File: src/rtl/serial_subtractor_pkg.sv
// Purpose : shared FSM encoding and default width for the bit-serial subtractor.
// Latency : n/a (type/constant definitions only).
// Backpressure: n/a.
package serial_subtractor_pkg;

    localparam int DEFAULT_WIDTH = 8;

    typedef enum logic [1:0] {
        IDLE = 2'd0,
        RUN  = 2'd1,
        DONE = 2'd2
    } state_t;

endpackage

File: src/rtl/full_subtractor.sv
// Purpose : one-bit full subtractor, the per-bit datapath of serial_subtractor.
// Latency : combinational, zero cycles.
// Backpressure: none.
// Ports   : x (minuend bit), y (subtrahend bit), bin (borrow in),
//           d (difference bit), bout (borrow out).
module full_subtractor (
    input  logic x,
    input  logic y,
    input  logic bin,
    output logic d,
    output logic bout
);

    assign d    = x ^ y ^ bin;
    // Borrow when x=0,y=1, or when x==y and a borrow is already pending.
    assign bout = (~x & y) | (~(x ^ y) & bin);

endmodule

File: src/rtl/serial_subtractor.sv
// Purpose : bit-serial unsigned subtractor computing diff = a - b - bin, LSB first.
// Latency : done pulses WIDTH+1 edges after the edge that samples start.
// Backpressure: start ignored while an operation runs; accepted again in the done cycle.
// Ports   : clk, rst (sync, active-high); start/a/b/bin request; busy, done,
//           diff, bout result; ovf (signed overflow) only when
//           SERIAL_SUBTRACTOR_OVF_EN is defined.
module serial_subtractor #(
    parameter int WIDTH = serial_subtractor_pkg::DEFAULT_WIDTH
) (
    input  logic             clk,
    input  logic             rst,
    input  logic             start,
    input  logic [WIDTH-1:0] a,
    input  logic [WIDTH-1:0] b,
    input  logic             bin,
    output logic             busy,
    output logic             done,
    output logic [WIDTH-1:0] diff,
    output logic             bout
`ifdef SERIAL_SUBTRACTOR_OVF_EN
    ,
    output logic             ovf
`endif
);

    import serial_subtractor_pkg::*;

    localparam int CNT_W = $clog2(WIDTH);

    state_t           state_q, state_d;
    logic [WIDTH-1:0] a_sr, b_sr;
    logic             br;
    logic [CNT_W-1:0] cnt;
    logic             fs_d, fs_bout;
    logic             accept, last_bit;
    logic             busy_nxt, done_nxt;

    full_subtractor u_fs (
        .x    (a_sr[0]),
        .y    (b_sr[0]),
        .bin  (br),
        .d    (fs_d),
        .bout (fs_bout)
    );

    assign accept   = start && ((state_q == IDLE) || (state_q == DONE));
    assign last_bit = (state_q == RUN) && (cnt == CNT_W'(WIDTH - 1));

    always_comb begin
        state_d  = state_q;
        busy_nxt = 1'b0;
        done_nxt = 1'b0;
        case (state_q)
            IDLE: if (start) state_d = RUN;
            RUN: begin
                busy_nxt = 1'b1;
                if (last_bit) state_d = DONE;
            end
            // A start seen here chains straight into the next operation.
            DONE: begin
                done_nxt = 1'b1;
                state_d  = start ? RUN : IDLE;
            end
            default: state_d = IDLE;
        endcase
    end

    // busy/done are registered off the current state, so they trail the
    // state register by one cycle; diff/bout are already final when done rises.
    always_ff @(posedge clk) begin
        if (rst) begin
            state_q <= IDLE;
            busy    <= 1'b0;
            done    <= 1'b0;
            diff    <= '0;
            bout    <= 1'b0;
            cnt     <= '0;
            br      <= 1'b0;
            a_sr    <= '0;
            b_sr    <= '0;
`ifdef SERIAL_SUBTRACTOR_OVF_EN
            ovf     <= 1'b0;
`endif
        end else begin
            state_q <= state_d;
            busy    <= busy_nxt;
            done    <= done_nxt;
            if (accept) begin
                a_sr <= a;
                b_sr <= b;
                br   <= bin;
                cnt  <= '0;
            end else if (state_q == RUN) begin
                a_sr <= a_sr >> 1;
                b_sr <= b_sr >> 1;
                br   <= fs_bout;
                cnt  <= cnt + CNT_W'(1);
                // Enter at the MSB so bit 0 lands at diff[0] after WIDTH shifts.
                diff <= {fs_d, diff[WIDTH-1:1]};
                if (last_bit) begin
                    bout <= fs_bout;
`ifdef SERIAL_SUBTRACTOR_OVF_EN
                    // Signed overflow: borrow into the sign bit differs from borrow out.
                    ovf  <= br ^ fs_bout;
`endif
                end
            end
        end
    end

endmodule

File: config.mk
export PLATFORM = sky130hd
export DESIGN_NAME = serial_subtractor
export DESIGN_NICKNAME = d
export VERILOG_FILES = /design/src/rtl/serial_subtractor_pkg.sv /design/src/rtl/full_subtractor.sv /design/src/rtl/serial_subtractor.sv
export SDC_FILE = /design/constraint.sdc
export NUM_CORES = 1
export LEC_CHECK = 0
export ABC_AREA = 1
export BUFFER_PORTS_ARGS = -buffer_cell sky130_fd_sc_hd__buf_4
export CAP_MARGIN = 20
export CORE_ASPECT_RATIO = 0.75
export CORE_UTILIZATION = 53
export DETAILED_ROUTE_END_ITERATION = 10
export PLACE_DENSITY = 0.78
export SYNTH_ARGS = -nofsm -noshare
export SYNTH_HDL_FRONTEND = slang
export SYNTH_SLANG_ARGS = --single-unit
export TNS_END_PERCENT = 50
File: constraint.sdc
create_clock -name clk -period 1.5 [get_ports clk]
set_clock_uncertainty 0.05 [all_clocks]
set_input_delay 0.3 -clock clk [delete_from_list [all_inputs] [get_ports clk]]
set_output_delay 0.3 -clock clk [all_outputs]
set_load 0.02 [all_outputs]
==> results of run 1 <==
[kinds of logic (layout without fill, tap and decap cells)]
family	count (synthesis)	after routing	synth area share (%)
xor gates and xnor gates	1	1	0.588
AOI/OAI and AO/OA	23	23	7.82
and+or+nand+nor	105	105	33.9
DFF	33	33	44.4
adders and majority gates	3	3	3.02
buffers and inverters	32	66	10.3
[how the worst max path moves through the flow]
stage | start | cells past startpoint | endpoint | slack [ns]
6_report | state_q[0]$_SDFFE_PP0P_ | 5 | b_sr[5]$_SDFFE_PP0P_ | 0.17
5_1_grt | state_q[0]$_SDFFE_PP0P_ | 6 | br$_SDFFE_PP0P_ | 0.08
4_1_cts | state_q[0]$_SDFFE_PP0P_ | 5 | b_sr[5]$_SDFFE_PP0P_ | 0.15
3_5_place_dp | state_q[0]$_SDFFE_PP0P_ | 5 | b_sr[5]$_SDFFE_PP0P_ | 0.17
3_3_place_gp | b_sr[0]$_SDFFE_PP0P_ | 4 | diff[7]$_SDFFE_PP0P_ | 0.25
2_1_floorplan | b_sr[0]$_SDFFE_PP0P_ | 4 | diff[7]$_SDFFE_PP0P_ | 0.33
[report_power, final]
part           switching [mW]  leakage (nW)  internal [mW]
Clock                   0.310        0.0542          0.414
Combinational           0.253         0.537          0.184
Sequential             0.0515         0.272          0.961
Total                   0.615         0.863           1.56
[layer usage]
metal / GRT usage [%] / vias up / routed length [um]
met3: 5.95 / 7 / 192
met2: 38.5 / 40 / 1420
met4: 10.0 / 0 / 41
li1: - / 695 / -
met1: 28.6 / 608 / 1530
met5: 0 / - / 0
[layout make-up]
| cell class | count | area, um2 |
|---|---|---|
| Clock buffer | 7 | 96.3 |
| Clock inverter | 1 | 5.00 |
| Fill cell | 225 | 806 |
| Multi-Input combinational cell | 132 | 674 |
| Tap cell | 36 | 45.0 |
| Sequential cell | 33 | 661 |
| Inverter | 22 | 85.1 |
| Timing Repair Buffer | 36 | 270 |
[sequential cells by signal, indices dropped and copies added, names as in the netlist, 2 cells and up]
name / count
b_sr: 8
a_sr: 8
cnt: 3
state_q: 2
diff: 8
[worst max-delay path, delay by kind of cell (launching register included)]
| kind | cells | cell delay, ns |
|---|---|---|
| buf+inv | 1 | 0.13 |
| compound gates | 1 | 0.19 |
| flops | 1 | 0.51 |
| simple gates | 3 | 0.33 |
[layout by cell type (no fill, tap or decap)]
cell      count
nor2_4        2
nand4_1       1
o22ai_1       1
ha_1          2
nand2_1      30
fa_1          1
nor2_1       32
nand3_1      18
inv_4         1
nand2_4       1
buf_4        36
inv_2         1
a21oi_1       6
inv_1        20
nor2_8        1
nand3b_1      8
dfxtp_1      33
clkbuf_8      7
nand2_2       1
o21ai_0      16
nor3_1       11
clkinv_2      1
xor2_1        1
[per-stage QoR]
stage               setup slack, ns  power, mW  hold WS [ns]  area [um2]  std cells
floorplan                     0.334       1.33         0.389        1490        197
global placement              0.248       1.45         0.406        1740        259
detailed placement            0.172       1.47         0.407        1740        259
CTS                           0.151       2.19         0.227        1840        267
global route                 0.0780       2.29         0.241        1840        267
finish                        0.174       2.17         0.231        1840        267
==> flow_metrics.tcl, run 1 <==
set metrics [dict create \
    outcome "completed" \
    antennaDiodeCount 0 \
    clk_pin_slew_ns 0.07 \
    timing.rr.end "b_sr[5]$_SDFFE_PP0P_" \
    vdd_ir_drop_max_v 0.000550 \
    maxCapViolations 0 \
    netlist.top_cell.by_area "dfxtp_1" \
    yosysMostFrequentCell "dfxtp_1" \
    ctsHoldBuffers 0 \
    slew_headroom_pct 75.6 \
    layout.nets 253 \
    path_cells "inv_4, nand2_4, nand2_1, o21ai_0, nor2_1" \
    synth_top_area_share_pct 44.4 \
    ys.flop_type "dfxtp_1" \
    r2r_start "state_q[0]$_SDFFE_PP0P_" \
    synth-seq-area-share_pct 44.4 \
    max_freq_mhz 754 \
    hold-path-endpoint "b_sr[7]$_SDFFE_PP0P_" \
    dpl.hpwl_mm 2.29 \
    cts_buffers 5 \
    drt_pass1_iterations 4 \
    rows 16 \
    clkLatencyLatePin_ns 0.28 \
    syn_area_per_cell_um2 7.56 \
    cts_root_buf "clkbuf_8" \
    syn_area_mm2 0.00149 \
    die_x_um 63.2 \
    rsz0062_at_grt "no" \
    syn_to_final_growth_pct 23.4 \
    critPathLaunchType "register" \
    critical_path_required_ns 1.62 \
    r2r_cells 5 \
    synth_commonest_cells "dfxtp_1, nor2_1, nand2_1, inv_1, nand3_1" \
    leakagePower_nw 0.863 \
    wl_per_cell_um 11.9 \
    layout-drive-gt1-share_pct 22.1 \
    post_cts_buffers 0 \
    initial_core_util_pct 56.3 \
    cts_tree "yes" \
    grt_max_degree 21 \
    min_path_type "in -> reg" \
    cp_max_fo 16 \
    antenna_found_initial 0 \
    synth-edff-count 0 \
    routed_via_density 5.06 \
    setup_tns_ns 0 \
    final_max_slew_viol_count 0 \
    io_buffers 30 \
    clock_sinks 33 \
    drt_iter0_drc 53 \
    arrival_ns 1.44 \
    finalHoldViolations 0 \
    gp_congestion 0.783 \
    ant_nets 0 \
    drc 0 \
    fin_crit_sh_pct 88.4 \
    ios 31 \
    min_from "b[7]" \
    yosys_warnings 0 \
    htreeDepth 2 \
    ys_async_sr_fraction_pct 0 \
    crit_slowest_cell "dfxtp_1" \
    design.core.area_mm2 0.00264 \
    vias 1350 \
    critPathKind "reg -> reg" \
    wl_mm 3.18 \
    setup_viol 0 \
    die-area_mm2 0.00303 \
    p_per_area_mw_per_mm2 1180 \
    worst_hold_path.num_cells 3 \
    worst_pin_slew_ns 0.365 \
    grt_pass1_wl_mm 5.18 \
    grt_usage_pct 22.8 \
    critPathCaptureType "register" \
    synth_cell_types 24 \
    crit_path_max_incr_delay_ns 0.51 \
    fin_util_pct 69.5 \
    netlist_instances 197 \
    ys_ff_latch 33 \
    die_h_um 47.9 \
    layout_min_cycle_time_ns 1.33 \
    clock_path_buffers 2 \
    grt_overflow_total 0 \
    netlist_top_cells_area "dfxtp_1, nor2_1, nand2_1" \
    grt_pass1_vias 1183 \
    r2r_slack_ns 0.17 \
    synth_nets 220 \
    post_cts_resized 0 \
]
Note: power is estimated with default switching activity, not from simulation.
==> inputs of run 2 (changes only) <==
==> constraint.sdc (replaced) <==
create_clock -name clk -period 1.5 [get_ports clk]
set_clock_uncertainty 0.05 [all_clocks]
set_input_delay 0.15 -clock clk [delete_from_list [all_inputs] [get_ports clk]]
set_output_delay 0.15 -clock clk [all_outputs]
set_load 0.02 [all_outputs]
==> flow_metrics.tcl, run 2 (synthesis results as in run 1) <==
set metrics [dict create \
    io_buffers 30 \
    routed_via_density 5.08 \
    fin_util_pct 69.5 \
    initial_core_util_pct 56.3 \
    setup_tns_ns 0 \
    worst_pin_slew_ns 0.350 \
    vias 1356 \
    grt_pass1_vias 1177 \
    clk_pin_slew_ns 0.07 \
    clkLatencyLatePin_ns 0.29 \
    ant_nets 0 \
    arrival_ns 1.46 \
    layout-drive-gt1-share_pct 22.1 \
    critPathLaunchType "register" \
    antenna_found_initial 0 \
    die-area_mm2 0.00303 \
    slew_headroom_pct 76.6 \
    layout_min_cycle_time_ns 1.28 \
    die_x_um 63.2 \
    post_cts_buffers 0 \
    maxCapViolations 0 \
    rows 16 \
    r2r_start "state_q[0]$_SDFFE_PP0P_" \
    leakagePower_nw 0.862 \
    grt_pass1_wl_mm 5.23 \
    r2r_cells 6 \
    timing.rr.end "br$_SDFFE_PP0P_" \
    rsz0062_at_grt "no" \
    htreeDepth 2 \
    drt_pass1_iterations 4 \
    design.core.area_mm2 0.00264 \
    ios 31 \
    syn_to_final_growth_pct 23.4 \
    antennaDiodeCount 0 \
    min_path_type "in -> reg" \
    ctsHoldBuffers 0 \
    final_max_slew_viol_count 0 \
    place_inst 259 \
    drc 0 \
    critPathKind "reg -> reg" \
    wl_mm 3.37 \
    max_freq_mhz 780 \
    p_per_area_mw_per_mm2 1190 \
    clock_path_buffers 2 \
    wl_per_cell_um 12.6 \
    cts_root_buf "clkbuf_8" \
    cts_tree "yes" \
    layout_commonest_cell "buf_4" \
    finalNonFillerCells 267 \
    fin_crit_sh_pct 85.4 \
    r2r_slack_ns 0.22 \
    critPathCaptureType "register" \
    outcome "completed" \
    clock_sinks 33 \
    reg.largest.list "a_sr: 8 flops, b_sr: 8 flops, diff: 8 flops" \
    grt_max_degree 20 \
    layout.nets 253 \
    post_cts_resized 0 \
    worst_hold_path.num_cells 3 \
    cp_max_fo 19 \
    finalHoldViolations 0 \
    setup_viol 0 \
    vdd_ir_drop_max_v 0.000670 \
    critical_path_required_ns 1.68 \
    final_cell_mix "buf_4, dfxtp_1, nor2_1" \
    drt_iter0_drc 50 \
    grt_usage_pct 23.9 \
    gp_congestion 0.786 \
    dpl.hpwl_mm 2.45 \
    min_from "a[7]" \
    cts_buffers 5 \
    grt_overflow_total 0 \
    hold-path-endpoint "a_sr[7]$_SDFFE_PP0P_" \
    die_h_um 47.9 \
]
-- run 2: metal layers --
layer / track usage, % / part of all wire (%) / wire length, um
met1: 28.2 / 45 / 1520
met2: 39.8 / 47 / 1600
met3: 9.52 / 6.2 / 210
met4: 11.4 / 1.2 / 40
met5: 0 / 0 / 0
-- run 2: worst max-delay path, cell delays in order, from the launching register on --
cell and delay (ns):
dfxtp_1 0.52, inv_4 0.13, nor2_8 0.26, nand2_1 0.08, nand2_1 0.07, nor2_1 0.04
nor2_1 0.06
-- run 2: stage by stage --
step                      hold slack [ns]  power (mW)  worst slack (ns)  cell area [um2]
after floorplan                     0.247        1.33             0.334             1490
after global placement              0.369        1.45             0.276             1740
after detailed placement            0.374        1.47             0.239             1740
after CTS                          0.0665        2.19             0.223             1840
after global routing               0.0708        2.30            0.0953             1840
final                              0.0704        2.18             0.218             1840
-- run 2: power breakdown --
part / leakage (nW) / internal (mW) / switching (mW)
registers: 0.272 / 0.961 / 0.0536
clock network: 0.0542 / 0.414 / 0.314
logic: 0.536 / 0.187 / 0.255
-- run 2: worst max path at each step --
stage	startpoint	endpoint	slack, ns	cells after the start
floorplan	b_sr[0]$_SDFFE_PP0P_	diff[7]$_SDFFE_PP0P_	0.33	4
global placement	b_sr[0]$_SDFFE_PP0P_	diff[7]$_SDFFE_PP0P_	0.28	4
detailed placement	state_q[0]$_SDFFE_PP0P_	br$_SDFFE_PP0P_	0.24	6
CTS	state_q[0]$_SDFFE_PP0P_	br$_SDFFE_PP0P_	0.22	6
global route	state_q[0]$_SDFFE_PP0P_	b_sr[6]$_SDFFE_PP0P_	0.1	5
finish	state_q[0]$_SDFFE_PP0P_	br$_SDFFE_PP0P_	0.22	6
-- run 2: layout make-up --
cell class              count  area [um2]
inverters                  22        85.1
clock inverters             1        5.00
repair buffers             36         270
well taps                  36        45.0
fillers                   234         806
multi-input cells         132         674
flip-flops and latches     33         661
clock buffers               7        96.3
